--- config.mk ---
export PLATFORM = sky130hd
export DESIGN_NAME = icache_ctrl_wt
export DESIGN_NICKNAME = d
export VERILOG_FILES = /design/src/rtl/icache_ctrl_wt.sv
export SDC_FILE = /design/constraint.sdc
export NUM_CORES = 1
export LEC_CHECK = 0
export ABC_AREA = 1
export CAP_MARGIN = 20
export CORE_MARGIN = 1
export CORE_UTILIZATION = 40
export DETAILED_ROUTE_END_ITERATION = 16
export PLACE_DENSITY = 0.7
export SLEW_MARGIN = 20
export SYNTH_ARGS = -nofsm -noshare
export SYNTH_HDL_FRONTEND = slang
export SYNTH_SLANG_ARGS = --single-unit
--- constraint.sdc ---
create_clock -name clk -period 5.3 [get_ports clk]
set_input_delay 0.795 -clock clk [delete_from_list [all_inputs] [get_ports clk]]
set_output_delay 0.795 -clock clk [all_outputs]
set_load 0.005 [all_outputs]
--- src/rtl/icache_ctrl_wt.sv ---
// Direct-mapped, write-through, no-write-allocate cache controller between the core and a block-read memory.
// Optional hit/miss statistics counters are enabled by defining CACHE_STATS_EN.
module icache_ctrl_wt #(
    parameter int NUM_LINES = 4,
    parameter int IDX_W     = 2,
    parameter int MEM_LAT   = 2
) (
    input  logic         clk,
    input  logic         reset,
    input  logic [31:0]  addr,
    input  logic [31:0]  w_data,
    input  logic         rd,
    input  logic         wr,
    output logic [31:0]  r_data,
    output logic         stall,
    output logic [31:0]  mem_addr,
    output logic [31:0]  mem_w_data,
    output logic         mem_wr_en,
    output logic         mem_rd_en,
    input  logic [127:0] mem_r_data,
    output logic [1:0]   dbg_state
`ifdef CACHE_STATS_EN
    ,
    output logic [15:0]  hit_cnt,
    output logic [15:0]  miss_cnt
`endif
);

    localparam int TAG_W = 32 - IDX_W - 2;
    localparam int CNT_W = $clog2(MEM_LAT) + 1;
    localparam logic [CNT_W-1:0] CNT_LAST = CNT_W'(MEM_LAT - 1);

    typedef enum logic [1:0] {
        IDLE    = 2'd0,
        RD_MISS = 2'd1,
        WR_MEM  = 2'd2
    } state_t;

    state_t                 state_q, state_d;
    logic [CNT_W-1:0]       cnt_q, cnt_d;
    logic [NUM_LINES-1:0]   valid_q;
    logic [TAG_W-1:0]       tag_q  [NUM_LINES];
    logic [31:0]            data_q [NUM_LINES][4];

    logic [IDX_W-1:0]       idx;
    logic [TAG_W-1:0]       tag;
    logic [1:0]             off;
    logic                   hit;
    logic                   fill_en;
    logic                   wr_hit_en;

    assign idx        = addr[IDX_W+1:2];
    assign tag        = addr[31:IDX_W+2];
    assign off        = addr[1:0];
    assign hit        = valid_q[idx] && (tag_q[idx] == tag);
    assign mem_w_data = w_data;
    assign dbg_state  = state_q;

    // Reset aborts an in-flight fill or store update; arrays keep their contents otherwise.
    assign fill_en   = !reset && (state_q == RD_MISS) && (cnt_q == CNT_LAST);
    assign wr_hit_en = !reset && (state_q == WR_MEM) && hit;

    always_ff @(posedge clk) begin
        if (reset) begin
            state_q <= IDLE;
            cnt_q   <= '0;
            valid_q <= '0;
        end else begin
            state_q <= state_d;
            cnt_q   <= cnt_d;
            if (fill_en) begin
                valid_q[idx] <= 1'b1;
            end
        end
    end

    always_ff @(posedge clk) begin
        if (fill_en) begin
            tag_q[idx] <= tag;
            for (int w = 0; w < 4; w++) begin
                data_q[idx][w] <= mem_r_data[32*w +: 32];
            end
        end else if (wr_hit_en) begin
            data_q[idx][off] <= w_data;
        end
    end

    always_comb begin
        state_d = state_q;
        cnt_d   = cnt_q;
        case (state_q)
            IDLE: begin
                if (wr) begin
                    state_d = WR_MEM;
                end else if (rd && !hit) begin
                    state_d = RD_MISS;
                    cnt_d   = '0;
                end
            end
            RD_MISS: begin
                cnt_d = cnt_q + CNT_W'(1);
                if (cnt_q == CNT_LAST) begin
                    state_d = IDLE;
                end
            end
            WR_MEM:  state_d = IDLE;
            default: state_d = IDLE;
        endcase
    end

    always_comb begin
        stall     = 1'b0;
        r_data    = '0;
        mem_rd_en = 1'b0;
        mem_wr_en = 1'b0;
        mem_addr  = addr;
        if (!reset) begin
            case (state_q)
                IDLE: begin
                    if (wr) begin
                        stall = 1'b1;
                    end else if (rd) begin
                        if (hit) begin
                            r_data = data_q[idx][off];
                        end else begin
                            stall = 1'b1;
                        end
                    end
                end
                RD_MISS: begin
                    stall     = 1'b1;
                    mem_rd_en = 1'b1;
                    mem_addr  = {addr[31:2], 2'b00};
                end
                WR_MEM:  mem_wr_en = 1'b1;
                default: ;
            endcase
        end
    end

`ifdef CACHE_STATS_EN
    logic [15:0] hit_cnt_q, miss_cnt_q;

    always_ff @(posedge clk) begin
        if (reset) begin
            hit_cnt_q  <= '0;
            miss_cnt_q <= '0;
        end else if (state_q == IDLE && rd && !wr) begin
            if (hit && hit_cnt_q != 16'hFFFF) begin
                hit_cnt_q <= hit_cnt_q + 16'd1;
            end
            if (!hit && miss_cnt_q != 16'hFFFF) begin
                miss_cnt_q <= miss_cnt_q + 16'd1;
            end
        end
    end

    assign hit_cnt  = hit_cnt_q;
    assign miss_cnt = miss_cnt_q;
`endif

endmodule

# After elaboration in Yosys (flattened, before gate mapping)
# Memory sizes are Yosys's and may differ from the RTL's.
# Cells that the tools add are included.
# word_totals
latchBits	0
in_bits	196
romBits	0
elab_cells	327
mem_bits_rw	624
out_inout_bits	101
ff_bits	8
mem_count	2
# mem_list
memory	words	word_bits	rd	rd_ports_with_merged_regs	wr	line	text
data_q	4	128	1	0	1	43	logic [31:0] data_q [NUM_LINES][4];
tag_q	4	28	1	0	1	42	logic [TAG_W-1:0] tag_q [NUM_LINES];
# op_classes
div	0
shift	0
mux	165
eq_ne	8
add_sub_neg	1
n_reduce_logical	14
mul	0
bitwise	130
magnitude_cmp	4
# op_table
operator	count
two-way mux 32 bit	8
two-way mux 1 bit	142
two-way mux 128 bit	1
bitwise OR 1 bit	128
binary-select mux 32 bit (select 2 bit)	1
demux 32 bit (select 2 bit)	1
== test 28 bit	1
two-way mux 2 bit	7
logical AND 1 bit	8
case mux 2 bit (2 select lines)	2
== test 2 x 1 -> 1 bit, second input constant	2
inequality test 2 bit, second input constant	2
bitwise OR 4 bit	1
greater-or-equal comparator 3 bit, second input constant	1
less-than comparator 2 x 3 -> 1 bit, second input constant	1
less-than comparator 3 x 1 -> 1 bit, second input constant	1
inequality test 3 bit, second input constant	1
NOT 2 -> 3 bit	1
AND reduction 3 bit	1
adder 2 x 1 -> 2 bit, second input constant	1
binary-select mux 1 bit (select 2 bit)	1
demux 1 bit (select 2 bit)	1
== test 2 bit, second input constant	1
greater-or-equal comparator 2 x 1 -> 1 bit, second input constant	1
6 further kinds	7

# Depth between registers and ports, before layout
# logic_depth
depth_word	9
mapped_depth	21
depth_no_buf	17

# Worst setup path before layout
# OpenSTA, ideal clock, no wires.
# synth_path
kind	input to register
startpoint	input addr[2]
endpoint	memory data_q[0][100] (netlist name), enable pin
stages	18
slack_ns	0.893
arrival_time_ns	3.975
setup_ns	0.432
required_time_ns	4.868
path_cell_list	buf_4 inv_2 buf_6 buf_6 nor2_1 a22oi_1 nand2_1 nand2_1 nand2_1 nor2_1 nand2_1 nor2_1 nand2_1 clkinv_2 nand3_2 buf_4 buf_6 a21oi_1
# synth_via
elab_chain_cells	8
word_cells_on_any_way	10
cone_classes	eq/ne: 1; mux: 5; bitwise: 1; reduce/logical: 2; memory: 1
# synth_rtl
element	line	text
from (decl)	10	input logic [31:0] addr,
memory read (4 x 28 bit) or binary-select mux 1 bit (select 2 bit) (tied branches)	-	
== test 28 bit or two-way mux 1 bit (tied branches)	55	assign hit = valid_q[idx] && (tag_q[idx] == tag);
logical AND 1 bit	55	
logical AND 1 bit	61	assign wr_hit_en = !reset && (state_q == WR_MEM) && hit;
two-way mux 1 bit	83	end else if (wr_hit_en) begin
two-way mux 1 bit	78	if (fill_en) begin
two-way mux 128 bit (not written as such)	84	data_q[idx][off] <= w_data;
bitwise OR 1 bit (no line)	-	
to (decl)	43	
# Parallel ways exist; a longest one is shown, timed or not. The select of a mux whose other input is x is not followed.

# Worst setup path after layout
# layout_path
startpoint	input addr[3]
endpoint	output r_data[4]
# layout_via
elab_chain_cells	9
word_cells_on_any_way	14
cone_classes	eq/ne: 1; mux: 10; reduce/logical: 1; memory: 2
# layout_rtl
element	line	text
memory read (4 x 128 bit)	-	
binary-select mux 32 bit (select 2 bit)	124	r_data = data_q[idx][off];
two-way mux 32 bit (not written as such) (2 in series)	124	
two-way mux 32 bit *	123	if (hit) begin
two-way mux 32 bit *	122	end else if (rd) begin
two-way mux 32 bit *	120	if (wr) begin
two-way mux 32 bit *	118	case (state_q)
two-way mux 32 bit *	117	if (!reset) begin
to (decl)	14	output logic [31:0] r_data,
# Mark *: on every way between the ends. The rest lies on a longest branch, timed or not. The select of a mux whose other input is x is not followed.

==> run metrics <==
multiplexer area fraction after synthesis 0%; die width 256.4 um; CP arrival 4250 ps; n_diodes 0; DRT iter0 DRCs 1806; largest family of logic cells by synthesized area compound AO/OA/AOI/OAI gates; RD Place Congestion about 0.84; post_cts resized 0; worst-path cell chain clkdlybuf4s50_1 > inv_2 > buf_12 > nand2_4 > buf_12 > o22ai_1 > o21ai_0 > o311ai_0 > nor4_1 > buf_4 > clkdlybuf4s50_1; final hold vios 0; clock slew at reported path FFs 60 ps; pin count of the biggest net entering global routing 134; Synth Register Bits 632; measured slew at the worst slew-check pin approximately 1100 ps; DR pass1 iterations 5; Yosys top cell by area edfxtp_1; hold wc startpoint dbg_state[0]; Core ar. 63540 um^2; vias in the first global route between 15000 and 20000; initial antenna violation count 2; Crit. End Element output pin; TritonCTS buffer count 61; # IOs about 300; postcts setup bufs 0; sequential share of power 52.1%; Post-Syn Instances roughly 2000; slowest stage cell, crit path clkdlybuf4s50_1; outcome completed; P_sw 2265 uW; final slew viol count 0; final period utilization 95.16%; Hold Path Class reg2reg; Net count, final 2492; Peak VDD IR 0.0002676 V; Detailed Place HPWL roughly 46 mm; Post-route DRC 0; post-route ant nets 0; Seq/Total Area, Yosys 73.00%; DR WL/cell 22.76 um; CP max stage delay 570 ps; Pwr per Cell Area around 330 nW/um^2; TNS Setup 0 ps; drt total wl slightly above 70 mm; Die Ht roughly 260 um; root buffer cell clkbuf_16; Max Cap Violations 0; CTS Hold Bufs 0; Compound-Gate Fraction of Synth Area 12.03%; synthesis-to-layout area growth 23.52%; H-Tree Level Count 2; total grt overflow 0; launch point of the critical path addr[3]; Required @ worst endpoint 4510 ps; Clk Latency, worst-skew pair 630 ps; CTS sink cnt between 600 and 700; startpoint type of the worst setup path input pin; Synth Area in Simple Gates 9.719%; fin util about half; mapped cell area 25890 um^2; Syn Nets 2232; die footprint 65740 um^2; count of input and output buffers 296; Sw Ratio 21.47%; CTS Buffer Depth 3; Syn Area/Cell 12.72 um^2; number of flops mapped to enable cells by yosys around 620; WHS Path Cells 1; top cells by area, synth edfxtp_1 (72%), nand2_1 (6.4%), o22ai_1 (5.8%); Worst R2R End data_q[2][29]; Yosys top cell area share about 72%; worst reg2reg startpoint tag_q[0][0]; critical path class in2out; Initial Util about two fifths; Via density 5.615; Final Critical Period 5043 ps; global-route wire length before repair 107.6 mm; RSZ-0062 raised after global routing false; final count of negative-setup-slack endpoints 0; Lkg Pwr 0.01111 uW; internal cell power 8286 uW; Syn. warnings 0; async set-reset flop share out of synthesis 0%; Post-Synth Adder-Cell Area 0.04833%; Fmax 198.3 MHz; FF-to-FF path depth 16; relative slew slack approximately a quarter; post-synthesis xor/xnor area fraction 0%; Logic pwr share 7.0%; layout cell share with drive strength beyond 1 9.374%; # rows 92; most frequent cell after synthesis edfxtp_1; clock network power share 40.9%; CTS tree built; gr usage total roughly 22%; Post-synth top flop edfxtp_1; Endpoint, Worst Hold dbg_state[1]; Yosys cell types 37; total number of vias about 18000; ranking of synthesized cells by instance count edfxtp_1 (624), nand2_1 (444), o22ai_1 (242), o21ai_0 (171), inv_1 (72); Final Skew about 17 ps; worst-path fanout max between 50 and 60; flop-to-flop setup slack 1910 ps
==> power groups by stage <==
stage,Sequential [uW],Combinational (uW),Clock [uW]
4_1_cts,5500,732,4350
6_report,5500,735,4320
3_3_place_gp,5610,718,0
3_5_place_dp,5610,728,0
5_1_grt,5500,791,4550
2_1_floorplan,5610,352,0
==> kinds of logic (layout without fill, tap and decap cells) <==
| group | Yosys count | in the layout |
|---|---|---|
| buffers and inverters | 260 | 572 |
| and+or+nand+nor | 612 | 612 |
| DFF | 632 | 632 |
| adders and majority gates | 1 | 1 |
| AOI/OAI and AO/OA | 530 | 530 |
==> through the flow <==
stage	instance area, um^2	hold WS [ps]	std cells	worst slack [ps]	total power (uW)
2_1_floorplan	25890	432.1	2035	892.9	5958
3_3_place_gp	29980	439.5	3078	238.6	6324
3_5_place_dp	29980	464.2	3078	337.8	6335
4_1_cts	31980	471.0	3193	296.9	10580
5_1_grt	31980	497.7	3193	136.3	10840
6_report	31980	463.5	3193	256.7	10550
==> worst max-delay path, delay by kind of cell <==
family                 cells  cell delay, ps
AND/OR/NAND/NOR            2             920
buffers and inverters      6            1930
AO/OA/AOI/OAI              3             550
==> how the worst max path moves through the flow <==
stage | to | slack (ps) | depth (start not counted)
finish | r_data[4] | 260 | 11
global route | r_data[4] | 140 | 11
CTS | r_data[19] | 300 | 11
detailed placement | r_data[19] | 340 | 11
global placement | r_data[19] | 240 | 11
floorplan | data_q[0][100] | 890 | 18
==> final cells by class <==
cell class / instances / area [um^2]
repair buffers: 382 / 3854
clock inverters: 34 / 355.3
fillers: 5329 / 31560
inverters: 75 / 282.8
well taps: 846 / 1059
clock buffers: 81 / 1642
multi-input cells: 1143 / 5887
flip-flops and latches: 632 / 18900
==> cells in the final DEF, fill, tap and decap left out, drive strengths merged, types with 7 or more instances in the layout <==
cell type	count
a21oi	28
buf	87
clkbuf	81
clkdlybuf4s50	295
clkinv	23
dfxtp	8
edfxtp	624
inv	76
nand2	445
nand3	47
nand3b	10
nor2	69
nor3	8
nor4	19
o21a	17
o21ai	219
o221ai	7
o22a	7
o22ai	242
==> state kept, by name, indices dropped and copies added, names as in the netlist <==
signal     count
data_q       512
tag_q        112
valid_q        4
cnt_q          2
dbg_state      2
==> layer usage <==
layer	part of all wire [%]	vias to the layer above	GRT usage (%)
met2	48	976	35.96
met5	0.036	-	0
li1	-	8036	-
met3	9.4	139	3.944
met4	2.9	4	7.143
met1	40	8774	28.78
Power figures use the tool's default switching activity.
